[src/rtl/adc_sample_sequencer_if.sv]
// ADC conversion handshake (to the SPI master) and sample stream (to the consumer).
// The sequencer uses the master view; the SPI master model and sample consumer use the slave view.
interface adc_sample_sequencer_if;
  logic        ADC_ENA;
  logic [15:0] ADC_DATA_MOSI;
  logic        ADC_FIN;
  logic [15:0] ADC_DATA_MISO;
  logic [15:0] SAMPLE_DATA;
  logic [2:0]  SAMPLE_CH;
  logic        SAMPLE_VALID;
  logic        SAMPLE_READY;

  modport master (
    output ADC_ENA,
    output ADC_DATA_MOSI,
    input  ADC_FIN,
    input  ADC_DATA_MISO,
    output SAMPLE_DATA,
    output SAMPLE_CH,
    output SAMPLE_VALID,
    input  SAMPLE_READY
  );

  modport slave (
    input  ADC_ENA,
    input  ADC_DATA_MOSI,
    output ADC_FIN,
    output ADC_DATA_MISO,
    input  SAMPLE_DATA,
    input  SAMPLE_CH,
    input  SAMPLE_VALID,
    output SAMPLE_READY
  );
endinterface

[src/rtl/adc_sample_sequencer.sv]
// Periodic round-robin ADC sampler: a tick launches one SPI conversion, the result and its
// channel land in a show-ahead FIFO, and sticky flags report overruns, late ticks and FIN timeouts.
module adc_sample_sequencer #(
  parameter int SAMPLE_DIV = 260,
  parameter int NUM_CH     = 2,
  parameter int FIFO_DEPTH = 16,
  parameter int TIMEOUT    = 255
) (
  input  logic                          SYS_CLK,
  input  logic                          RSTbar,
  input  logic                          RUN,
  input  logic                          CLR_FLAGS,
  adc_sample_sequencer_if.master        bus,
  output logic [4:0]                    FIFO_COUNT,
  output logic                          OVERRUN,
  output logic                          LATE,
  output logic                          TIMEOUT_ERR
);

  localparam int DW = (SAMPLE_DIV > 1) ? $clog2(SAMPLE_DIV) : 1;
  localparam int TW = (TIMEOUT > 1) ? $clog2(TIMEOUT + 1) : 1;
  localparam int AW = (FIFO_DEPTH > 1) ? $clog2(FIFO_DEPTH) : 1;

  localparam logic [DW-1:0] DIV_LAST   = DW'(SAMPLE_DIV - 1);
  localparam logic [TW-1:0] DWELL_LAST = TW'(TIMEOUT - 1);
  localparam logic [2:0]    CH_LAST    = 3'(NUM_CH - 1);
  localparam logic [4:0]    DEPTH      = 5'(FIFO_DEPTH);
  localparam logic [AW-1:0] PTR_ONE    = AW'(1);

  typedef enum logic [1:0] {
    IDLE     = 2'd0,
    REQ      = 2'd1,
    WAIT_FIN = 2'd2,
    RELEASE  = 2'd3
  } state_t;

  state_t          state_q;
  state_t          state_d;
  logic [DW-1:0]   div_cnt;
  logic            tick;
  logic [TW-1:0]   dwell_cnt;
  logic            dwell_expired;
  logic [2:0]      ch_q;
  logic [15:0]     mosi_q;
  logic            load_cmd;
  logic            fifo_wr;
  logic            ch_advance;
  logic            timeout_set;
  logic            late_set;
  logic            overrun_set;

  logic [15:0]     data_mem [FIFO_DEPTH];
  logic [2:0]      ch_mem   [FIFO_DEPTH];
  logic [AW-1:0]   wr_ptr;
  logic [AW-1:0]   rd_ptr;
  logic [4:0]      count_q;
  logic            fifo_full;
  logic            fifo_empty;
  logic            push;
  logic            pop;

  // Sample-period counter; held at zero while stopped so the first tick after RUN rises
  // comes a full period later.
  always_ff @(posedge SYS_CLK or negedge RSTbar) begin
    if (!RSTbar) begin
      div_cnt <= '0;
    end else if (!RUN) begin
      div_cnt <= '0;
    end else if (div_cnt == DIV_LAST) begin
      div_cnt <= '0;
    end else begin
      div_cnt <= div_cnt + DW'(1);
    end
  end

  assign tick = RUN && (div_cnt == DIV_LAST);

  always_ff @(posedge SYS_CLK or negedge RSTbar) begin
    if (!RSTbar) begin
      state_q <= IDLE;
    end else begin
      state_q <= state_d;
    end
  end

  // Dwell restarts on every state change, so each FIN wait gets its own TIMEOUT budget.
  always_ff @(posedge SYS_CLK or negedge RSTbar) begin
    if (!RSTbar) begin
      dwell_cnt <= '0;
    end else if (state_q != state_d) begin
      dwell_cnt <= '0;
    end else if ((state_q == WAIT_FIN) || (state_q == RELEASE)) begin
      dwell_cnt <= dwell_cnt + TW'(1);
    end
  end

  assign dwell_expired = (dwell_cnt == DWELL_LAST);

  always_comb begin
    state_d     = state_q;
    load_cmd    = 1'b0;
    fifo_wr     = 1'b0;
    ch_advance  = 1'b0;
    timeout_set = 1'b0;
    case (state_q)
      IDLE: begin
        if (tick) begin
          load_cmd = 1'b1;
          state_d  = REQ;
        end
      end
      REQ: begin
        state_d = WAIT_FIN;
      end
      WAIT_FIN: begin
        if (bus.ADC_FIN) begin
          fifo_wr = 1'b1;
          state_d = RELEASE;
        end else if (dwell_expired) begin
          timeout_set = 1'b1;
          state_d     = IDLE;
        end
      end
      RELEASE: begin
        if (!bus.ADC_FIN) begin
          ch_advance = 1'b1;
          state_d    = IDLE;
        end else if (dwell_expired) begin
          timeout_set = 1'b1;
          state_d     = IDLE;
        end
      end
      default: begin
        state_d = IDLE;
      end
    endcase
  end

  // Decoded straight from the state register so an asynchronous reset drops it at once.
  assign bus.ADC_ENA       = (state_q == REQ) || (state_q == WAIT_FIN);
  assign bus.ADC_DATA_MOSI = mosi_q;
  assign late_set          = tick && (state_q != IDLE);

  always_ff @(posedge SYS_CLK or negedge RSTbar) begin
    if (!RSTbar) begin
      mosi_q <= '0;
      ch_q   <= '0;
    end else begin
      if (load_cmd) begin
        mosi_q <= {2'b00, ch_q, 11'd0};
      end
      if (ch_advance) begin
        ch_q <= (ch_q == CH_LAST) ? 3'd0 : ch_q + 3'd1;
      end
    end
  end

  // A pop in the same cycle frees the slot, so a write into a full FIFO still lands.
  assign fifo_full   = (count_q == DEPTH);
  assign fifo_empty  = (count_q == 5'd0);
  assign pop         = !fifo_empty && bus.SAMPLE_READY;
  assign push        = fifo_wr && (!fifo_full || pop);
  assign overrun_set = fifo_wr && fifo_full && !pop;

  always_ff @(posedge SYS_CLK) begin
    if (push) begin
      data_mem[wr_ptr] <= bus.ADC_DATA_MISO;
      ch_mem[wr_ptr]   <= ch_q;
    end
  end

  always_ff @(posedge SYS_CLK or negedge RSTbar) begin
    if (!RSTbar) begin
      wr_ptr  <= '0;
      rd_ptr  <= '0;
      count_q <= '0;
    end else begin
      if (push) begin
        wr_ptr <= wr_ptr + PTR_ONE;
      end
      if (pop) begin
        rd_ptr <= rd_ptr + PTR_ONE;
      end
      case ({push, pop})
        2'b10:   count_q <= count_q + 5'd1;
        2'b01:   count_q <= count_q - 5'd1;
        default: count_q <= count_q;
      endcase
    end
  end

  // Memory is not reset; the outputs are forced to zero while the FIFO is empty.
  assign bus.SAMPLE_VALID = !fifo_empty;
  assign bus.SAMPLE_DATA  = fifo_empty ? 16'd0 : data_mem[rd_ptr];
  assign bus.SAMPLE_CH    = fifo_empty ? 3'd0 : ch_mem[rd_ptr];
  assign FIFO_COUNT       = count_q;

  // A flag event in the same cycle as CLR_FLAGS keeps the flag set.
  always_ff @(posedge SYS_CLK or negedge RSTbar) begin
    if (!RSTbar) begin
      OVERRUN     <= 1'b0;
      LATE        <= 1'b0;
      TIMEOUT_ERR <= 1'b0;
    end else begin
      OVERRUN     <= overrun_set | (OVERRUN & ~CLR_FLAGS);
      LATE        <= late_set | (LATE & ~CLR_FLAGS);
      TIMEOUT_ERR <= timeout_set | (TIMEOUT_ERR & ~CLR_FLAGS);
    end
  end

endmodule

[src/flat_wrapper.sv]
// flat-port wrapper written by rule: the top's interface ports become plain ports
module adc_sample_sequencer_flat 
#(
  parameter int SAMPLE_DIV = 260,
  parameter int NUM_CH     = 2,
  parameter int FIFO_DEPTH = 16,
  parameter int TIMEOUT    = 255
)
  (SYS_CLK, RSTbar, RUN, CLR_FLAGS, FIFO_COUNT, OVERRUN, LATE, TIMEOUT_ERR, bus_ADC_ENA, bus_ADC_DATA_MOSI, bus_ADC_FIN, bus_ADC_DATA_MISO, bus_SAMPLE_DATA, bus_SAMPLE_CH, bus_SAMPLE_VALID, bus_SAMPLE_READY);
  adc_sample_sequencer_if bus_i ();
  input  logic SYS_CLK;
  input  logic RSTbar;
  input  logic RUN;
  input  logic CLR_FLAGS;
  output logic [4:0] FIFO_COUNT;
  output logic OVERRUN;
  output logic LATE;
  output logic TIMEOUT_ERR;
  output wire logic [$bits(bus_i.ADC_ENA)-1:0] bus_ADC_ENA;
  output wire logic [$bits(bus_i.ADC_DATA_MOSI)-1:0] bus_ADC_DATA_MOSI;
  input wire logic [$bits(bus_i.ADC_FIN)-1:0] bus_ADC_FIN;
  input wire logic [$bits(bus_i.ADC_DATA_MISO)-1:0] bus_ADC_DATA_MISO;
  output wire logic [$bits(bus_i.SAMPLE_DATA)-1:0] bus_SAMPLE_DATA;
  output wire logic [$bits(bus_i.SAMPLE_CH)-1:0] bus_SAMPLE_CH;
  output wire logic [$bits(bus_i.SAMPLE_VALID)-1:0] bus_SAMPLE_VALID;
  input wire logic [$bits(bus_i.SAMPLE_READY)-1:0] bus_SAMPLE_READY;
  assign bus_ADC_ENA = bus_i.ADC_ENA;
  assign bus_ADC_DATA_MOSI = bus_i.ADC_DATA_MOSI;
  assign bus_i.ADC_FIN = bus_ADC_FIN;
  assign bus_i.ADC_DATA_MISO = bus_ADC_DATA_MISO;
  assign bus_SAMPLE_DATA = bus_i.SAMPLE_DATA;
  assign bus_SAMPLE_CH = bus_i.SAMPLE_CH;
  assign bus_SAMPLE_VALID = bus_i.SAMPLE_VALID;
  assign bus_i.SAMPLE_READY = bus_SAMPLE_READY;
  adc_sample_sequencer #(.SAMPLE_DIV(SAMPLE_DIV), .NUM_CH(NUM_CH), .FIFO_DEPTH(FIFO_DEPTH), .TIMEOUT(TIMEOUT)) u_core (.SYS_CLK(SYS_CLK), .RSTbar(RSTbar), .RUN(RUN), .CLR_FLAGS(CLR_FLAGS), .bus(bus_i), .FIFO_COUNT(FIFO_COUNT), .OVERRUN(OVERRUN), .LATE(LATE), .TIMEOUT_ERR(TIMEOUT_ERR));
endmodule
[config.mk]
export PLATFORM = sky130hd
export DESIGN_NAME = adc_sample_sequencer_flat
export DESIGN_NICKNAME = d
export VERILOG_FILES = /design/src/rtl/adc_sample_sequencer_if.sv /design/src/rtl/adc_sample_sequencer.sv /design/src/flat_wrapper.sv
export SDC_FILE = /design/constraint.sdc
export NUM_CORES = 1
export LEC_CHECK = 0
export BUFFER_PORTS_ARGS = -buffer_cell sky130_fd_sc_hd__buf_2
export CORE_MARGIN = 3
export CORE_UTILIZATION = 60
export CTS_BUF_LIST = sky130_fd_sc_hd__clkbuf_4 sky130_fd_sc_hd__clkbuf_8
export DETAILED_ROUTE_END_ITERATION = 8
export PLACE_DENSITY = 0.89
export SLEW_MARGIN = 20
export SYNTH_ARGS = -nofsm -noshare
export SYNTH_HDL_FRONTEND = slang
export SYNTH_SLANG_ARGS = --single-unit
[constraint.sdc]
create_clock -name SYS_CLK -period 3.15 [get_ports SYS_CLK]
set_input_delay 0.945 -clock SYS_CLK [delete_from_list [all_inputs] [get_ports SYS_CLK]]
set_output_delay 0.945 -clock SYS_CLK [all_outputs]
set_load 0.01 [all_outputs]
# Word-level counts from Yosys, hierarchy flattened

Memories as Yosys holds them, arrays and structs flattened.
Index checks and enable logic that the tools add are counted.

Bitwise gates (word level): 7
Muxes and demuxes: 25
Equal/unequal tests: 10
Reduce and logical (&&, ||, !) cells: 17
Add/subtract/negate cells: 7

Operators with widths:

| kind                  | count |
|---|---|
| $mux W9               | 2 |
| $mux W16              | 1 |
| $mux W8               | 2 |
| $mux W1               | 11 |
| $pmux W5 S2           | 1 |
| $add A9 B1 Y9 const B | 1 |
| $eq A9 B9 Y1 const B  | 1 |
| $add A4 B1 Y4 const B | 2 |
| $add A8 B1 Y8 const B | 1 |
| $eq A8 B8 Y1 const B  | 1 |
| $mux W2               | 4 |
| $pmux W2 S4           | 1 |
| $eq A2 B2 Y1 const B  | 3 |
| $logic_and A1 B1 Y1   | 6 |
| $mux W3               | 2 |
| $reduce_bool A2 Y1    | 3 |
| $add A5 B1 Y5 const B | 1 |
| $eq A5 B5 Y1 const B  | 1 |
| $logic_not A5 Y1      | 1 |
| $sub A5 B1 Y5 const B | 1 |
| $eq A2 B1 Y1 const B  | 2 |
| $add A3 B1 Y3 const B | 1 |
| $and A1 B1 Y1         | 3 |
| $eq A3 B1 Y1 const B  | 1 |
| 7 further kinds       | 13 |

Word-level logic and storage cells: 79
RAM bits: 304
Output and inout bits: 45
Input port bits: 22
Register bits: 41
Memories kept: 2

Memories:

| name            | words | bits a word | read ports | clocked after memory_dff | write ports | line                       | RTL |
|---|---|---|---|---|---|---|---|
| u_core.data_mem | 16    | 16          | 1          | 0                        | 1           | adc_sample_sequencer.sv:52 | `logic [15:0] data_mem [FIFO_DEPTH];` |
| u_core.ch_mem   | 16    | 3           | 1          | 0                        | 1           | adc_sample_sequencer.sv:53 | `logic [2:0] ch_mem [FIFO_DEPTH];` |

# Logic depth before layout (Yosys ltp)

Depth in word-level cells: 7
Gate-level depth with buffers: 9
Gate-level depth less buffers: 8

# Worst setup path after synthesis

Ideal clock, no wire load.

Kind: input to register
Start point: input bus_ADC_FIN
End point: memory u_core.ch_mem[7][0] (enable)
Required time: 2.773 ns
Stages: 6
Arrival: 2.449 ns
Buffers on the path: 2
Setup slack: 0.324 ns
Setup time: 0.377 ns
Cells stage by stage: buf_2 nand2_1 a21oi_1 clkbuf_1 and3b_1 and2_1

Cells in the longest elaborated chain, start to end: 5

RTL lines:

| item                          | line                        | RTL |
|---|---|---|
| start: declaration            | flat_wrapper.sv:21          | `input wire logic [$bits(bus_i.ADC_FIN)-1:0] bus_ADC_FIN;` |
| $mux W1                       | adc_sample_sequencer.sv:116 | `if (bus.ADC_FIN) begin` |
| $mux W1                       | adc_sample_sequencer.sv:105 | `case (state_q)` |
| $logic_and A1 B1 Y1           | adc_sample_sequencer.sv:162 | `assign push = fifo_wr && (!fifo_full \|\| pop);` |
| $mux W1                       | adc_sample_sequencer.sv:166 | `if (push) begin` |
| $mux W1 (not written as such) | adc_sample_sequencer.sv:168 | `ch_mem[wr_ptr] <= ch_q;` |
| end: declaration              | adc_sample_sequencer.sv:53  |  |

No other way between the ends.

# Worst setup path in the final report

Start point: register u_core.rd_ptr[1]
End point: output bus_SAMPLE_CH[1]

Cells in the longest elaborated chain, start to end: 2

RTL lines:

| item                     | line                        | RTL |
|---|---|---|
| start: declaration       | adc_sample_sequencer.sv:55  | `logic [AW-1:0] rd_ptr;` |
| start signal: assignment | adc_sample_sequencer.sv:182 | `rd_ptr <= rd_ptr + PTR_ONE;` |
| $mem_v2 Z16 W3           | n/a                         |  |
| $mux W3                  | adc_sample_sequencer.sv:195 | `assign bus.SAMPLE_CH = fifo_empty ? 3'd0 : ch_mem[rd_ptr];` |
| end: declaration         | flat_wrapper.sv:24          | `output wire logic [$bits(bus_i.SAMPLE_CH)-1:0] bus_SAMPLE_CH;` |

No other way between the ends.

==> flow_metrics.tcl <==
set metrics [dict create \
    cts_buffer_depth 3 \
    fin_util 0.7266 \
    endpoint_kind "output pin" \
    io_buffers 53 \
    drv_slew 0 \
    pin_count 67 \
    grt_pass1_wl_um 47550 \
    vdd_drop_max_mv 0.5650 \
    setup_viol 19 \
    drc 0 \
    viasPerCell 6.386 \
    start_util 0.6155 \
    cp.required_ns 2.20 \
    synth_top_flop_cell "edfxtp_1" \
    fmax_mhz 289.1 \
    ys_seq_area_frac 0.7243 \
    grt_max_degree 36 \
    cts_made_buffers 52 \
    hp-class "input pin to async pin" \
    maxCapViolations 0 \
    start_kind "flop" \
    crit_chain "buf_8 > clkbuf_16 > mux4_2 > mux2_2 > nand2_2 > o221ai_2 > buf_2" \
    slowest_stage "mux4_2" \
    worstMarginPinSlew_ns 0.6565 \
    failed_checks "negative setup slack" \
    routed_wl_um 34060 \
    wire_per_inst_um 27.94 \
    rows 55 \
    p_per_area_nw_per_um2 786.9 \
    fin_nets 910 \
    cp_slowest_stage_delay_ns 0.50 \
    p_leak_nw 6.056 \
    fillers 1200 \
    place_congestion 0.7726 \
    drive_above_1_share 0.3664 \
    crit_fanout 5 \
    synthToLayoutAreaGrowth_pct 18.04 \
    ys.warnings.count 0 \
    pre_cts_slack_ns 0.2476 \
    first_global_vias 7835 \
    period_share 1.098 \
    gr-total-overflow 0 \
    drtIter0Drc 962 \
    antenna_left 0 \
    die_h_um 158.9 \
    finalCriticalPeriod_ns 3.459 \
    syn_area_per_cell_sq_um 19.00 \
    hold_slack_ns 0.3702 \
    finalPower_mw 13.02 \
    relSlewSlack 0.5624 \
    ys_seq_elements 345 \
    dpl.hpwl_um 16890 \
    setup_slack_ns -0.3091 \
    hold_viol_final 0 \
    ys_types 52 \
    cts_tree "done" \
    crit_type "flop to output pin" \
    syn_area_sq_um 14020 \
    vias 7785 \
    antenna_found_initial 0 \
    dieWidth_um 158.9 \
    clk_latency_ns 0.58 \
    synth_edf_count 304 \
    status "complete, but fails checks" \
    worst_clock_skew_ns 0.03642 \
    n_antenna_cell 0 \
    cts_hold_buffers 0 \
    cts.sinks 345 \
    synth_cells 738 \
    cts.clk_slew.worst_paths_ns 0.06 \
    grt_use_total 0.2511 \
    rsz0062_at_grt "true" \
    cts_root_buffer "clkbuf_8" \
    async_reset_ff_frac 0.1188 \
    core_area_sq_um 22780 \
    die_area_sq_um 25240 \
    cp.arrival_ns 2.51 \
    dr.pass1.iters 7 \
    h-tree-depth 2 \
]
timing repair:
| action | in CTS | in global routing |
|---|---|---|
| endpoints found under the setup margin | 19 | 19 |
| pin swaps | 1 | 9 |
| resized for setup | 14 | 40 |
| setup buffers | 7 | 10 |
| cloned | 3 | 6 |
cell type report:
class	instances	area (sq um)	area share
Clock buffer	74	899.6	0.05435
Multi-Input combinational cell	314	3661	0.2212
Tap cell	313	391.6	0.02366
Inverter	47	176.4	0.01066
Sequential cell	345	10160	0.6141
Clock inverter	14	105.1	0.006350
Timing Repair Buffer	112	1154	0.06970
logic make-up after synthesis:
group | synth area share
AND/OR/NAND/NOR | 0.04257
adder cells (fa/ha/maj) | 0.01481
AO/OA/AOI/OAI | 0.02588
XOR/XNOR | 0.01562
buffers and inverters | 0.03114
other | 0.0002675
flip-flops | 0.7243
multiplexers | 0.1455
metrics by stage:
step           std cells  TNS, ns  area (sq um)
6_report            1219   -4.640         16550
5_1_grt             1219   -5.784         16550
4_1_cts             1204   -4.926         16200
3_5_place_dp        1106        0         14970
3_3_place_gp        1106        0         14970
2_1_floorplan        750        0         14070
where the power goes:
| group | internal, mW | switching [mW] | leakage [nW] |
|---|---|---|---|
| Combinational | 2.17 | 2.09 | 2.12 |
| Clock | 1.92 | 1.69 | 0.542 |
| Sequential | 5.04 | 0.116 | 3.40 |
| Total | 9.13 | 3.90 | 6.06 |
worst max-delay path: cells and delay by family (launching register included):
family | cells | cell delay [ns]
compound gates | 1 | 0.13
buf+inv | 3 | 0.49
flops | 1 | 0.44
mux | 2 | 0.79
simple gates | 1 | 0.10
synthesized netlist by cell type (2+ instances only):
cell type	n	area, sq um
dfrtp_1	41	1026
inv_1	47	176.4
o22ai_1	3	18.77
o21ai_0	3	15.01
and4_1	6	52.55
ha_1	15	187.7
and3_1	3	18.77
buf_1	3	11.26
buf_6	3	33.78
nand3_1	9	45.04
nand2_1	34	127.6
nand4_1	7	43.79
a21oi_1	8	40.04
xor2_1	13	113.9
and3b_1	2	17.52
a211oi_1	2	15.01
mux2_2	23	259.0
nand3b_1	2	15.01
o221ai_1	20	175.2
nand2b_1	3	18.77
buf_2	16	80.08
buf_4	14	105.1
nor2b_1	2	12.51
clkbuf_1	8	30.03
xnor2_1	12	105.1
mux2_1	4	45.04
mux4_2	76	1712
nor2_1	20	75.07
o211ai_1	2	15.01
and2_1	12	75.07
edfxtp_1	304	9129
layout by cell type (no fill, tap or decap), types with 3 or more instances in the layout:
| cell | Yosys | final |
|---|---|---|
| buf_4 | 14 | 27 |
| edfxtp_1 | 304 | 304 |
| and2_1 | 12 | 12 |
| clkbuf_8 | 0 | 55 |
| and4_1 | 6 | 6 |
| a21oi_1 | 8 | 7 |
| nor2_1 | 20 | 20 |
| nand2_2 | 0 | 12 |
| dfrtp_1 | 41 | 38 |
| nand4_1 | 7 | 7 |
| mux4_2 | 76 | 76 |
| buf_12 | 0 | 21 |
| ha_1 | 15 | 15 |
| nand2b_1 | 3 | 3 |
| o221ai_1 | 20 | 9 |
| o22ai_1 | 3 | 3 |
| o21ai_0 | 3 | 3 |
| mux2_1 | 4 | 4 |
| nand3_1 | 9 | 8 |
| and3_1 | 3 | 3 |
| conb_1 | 1 | 13 |
| o221ai_2 | 1 | 11 |
| nand2_1 | 34 | 21 |
| clkbuf_4 | 0 | 19 |
| clkinv_1 | 0 | 4 |
| xor2_1 | 13 | 13 |
| clkinv_2 | 0 | 7 |
| buf_2 | 16 | 52 |
| mux2_2 | 23 | 11 |
| mux2_4 | 0 | 12 |
| inv_1 | 47 | 47 |
| clkbuf_16 | 0 | 5 |
| xnor2_1 | 12 | 12 |
registers in the layout (all words and copies together) (netlist names):
name	cells
u_core.data_mem	256
u_core.ch_mem	48
u_core.div_cnt	9
u_core.dwell_cnt	8
u_core.FIFO_COUNT	5
u_core.rd_ptr	4
u_core.wr_ptr	4
u_core.bus.ADC_DATA_MOSI	3
u_core.ch_q	3
u_core.state_q	2
u_core.LATE	1
u_core.OVERRUN	1
u_core.TIMEOUT_ERR	1
worst paths after layout:
check                                startpoint                    to  slack [ns]  cells after the start
max reg2reg                u_core.FIFO_COUNT[3]  u_core.FIFO_COUNT[4]        0.49                      8
max in group asynchronous                RSTbar  u_core.FIFO_COUNT[0]        2.09                      2
min in group SYS_CLK          u_core.div_cnt[0]     u_core.div_cnt[0]        0.51                      1
min                                      RSTbar     u_core.div_cnt[0]        0.37                      1
min reg2reg                   u_core.div_cnt[0]     u_core.div_cnt[0]        0.51                      1
max                            u_core.rd_ptr[1]      bus_SAMPLE_CH[1]       -0.31                      7
layer usage:
layer  wire [um]  GRT usage  up-vias  part of all wire
met4        1110    0.07839        0             0.033
met1       12490     0.3457     3971              0.37
li1            -          -     3171                 -
met2       17200     0.4122      549              0.50
met3        3259    0.05296       94             0.096
met5           0          0        -                 0
(Power assumes the default switching activity.)
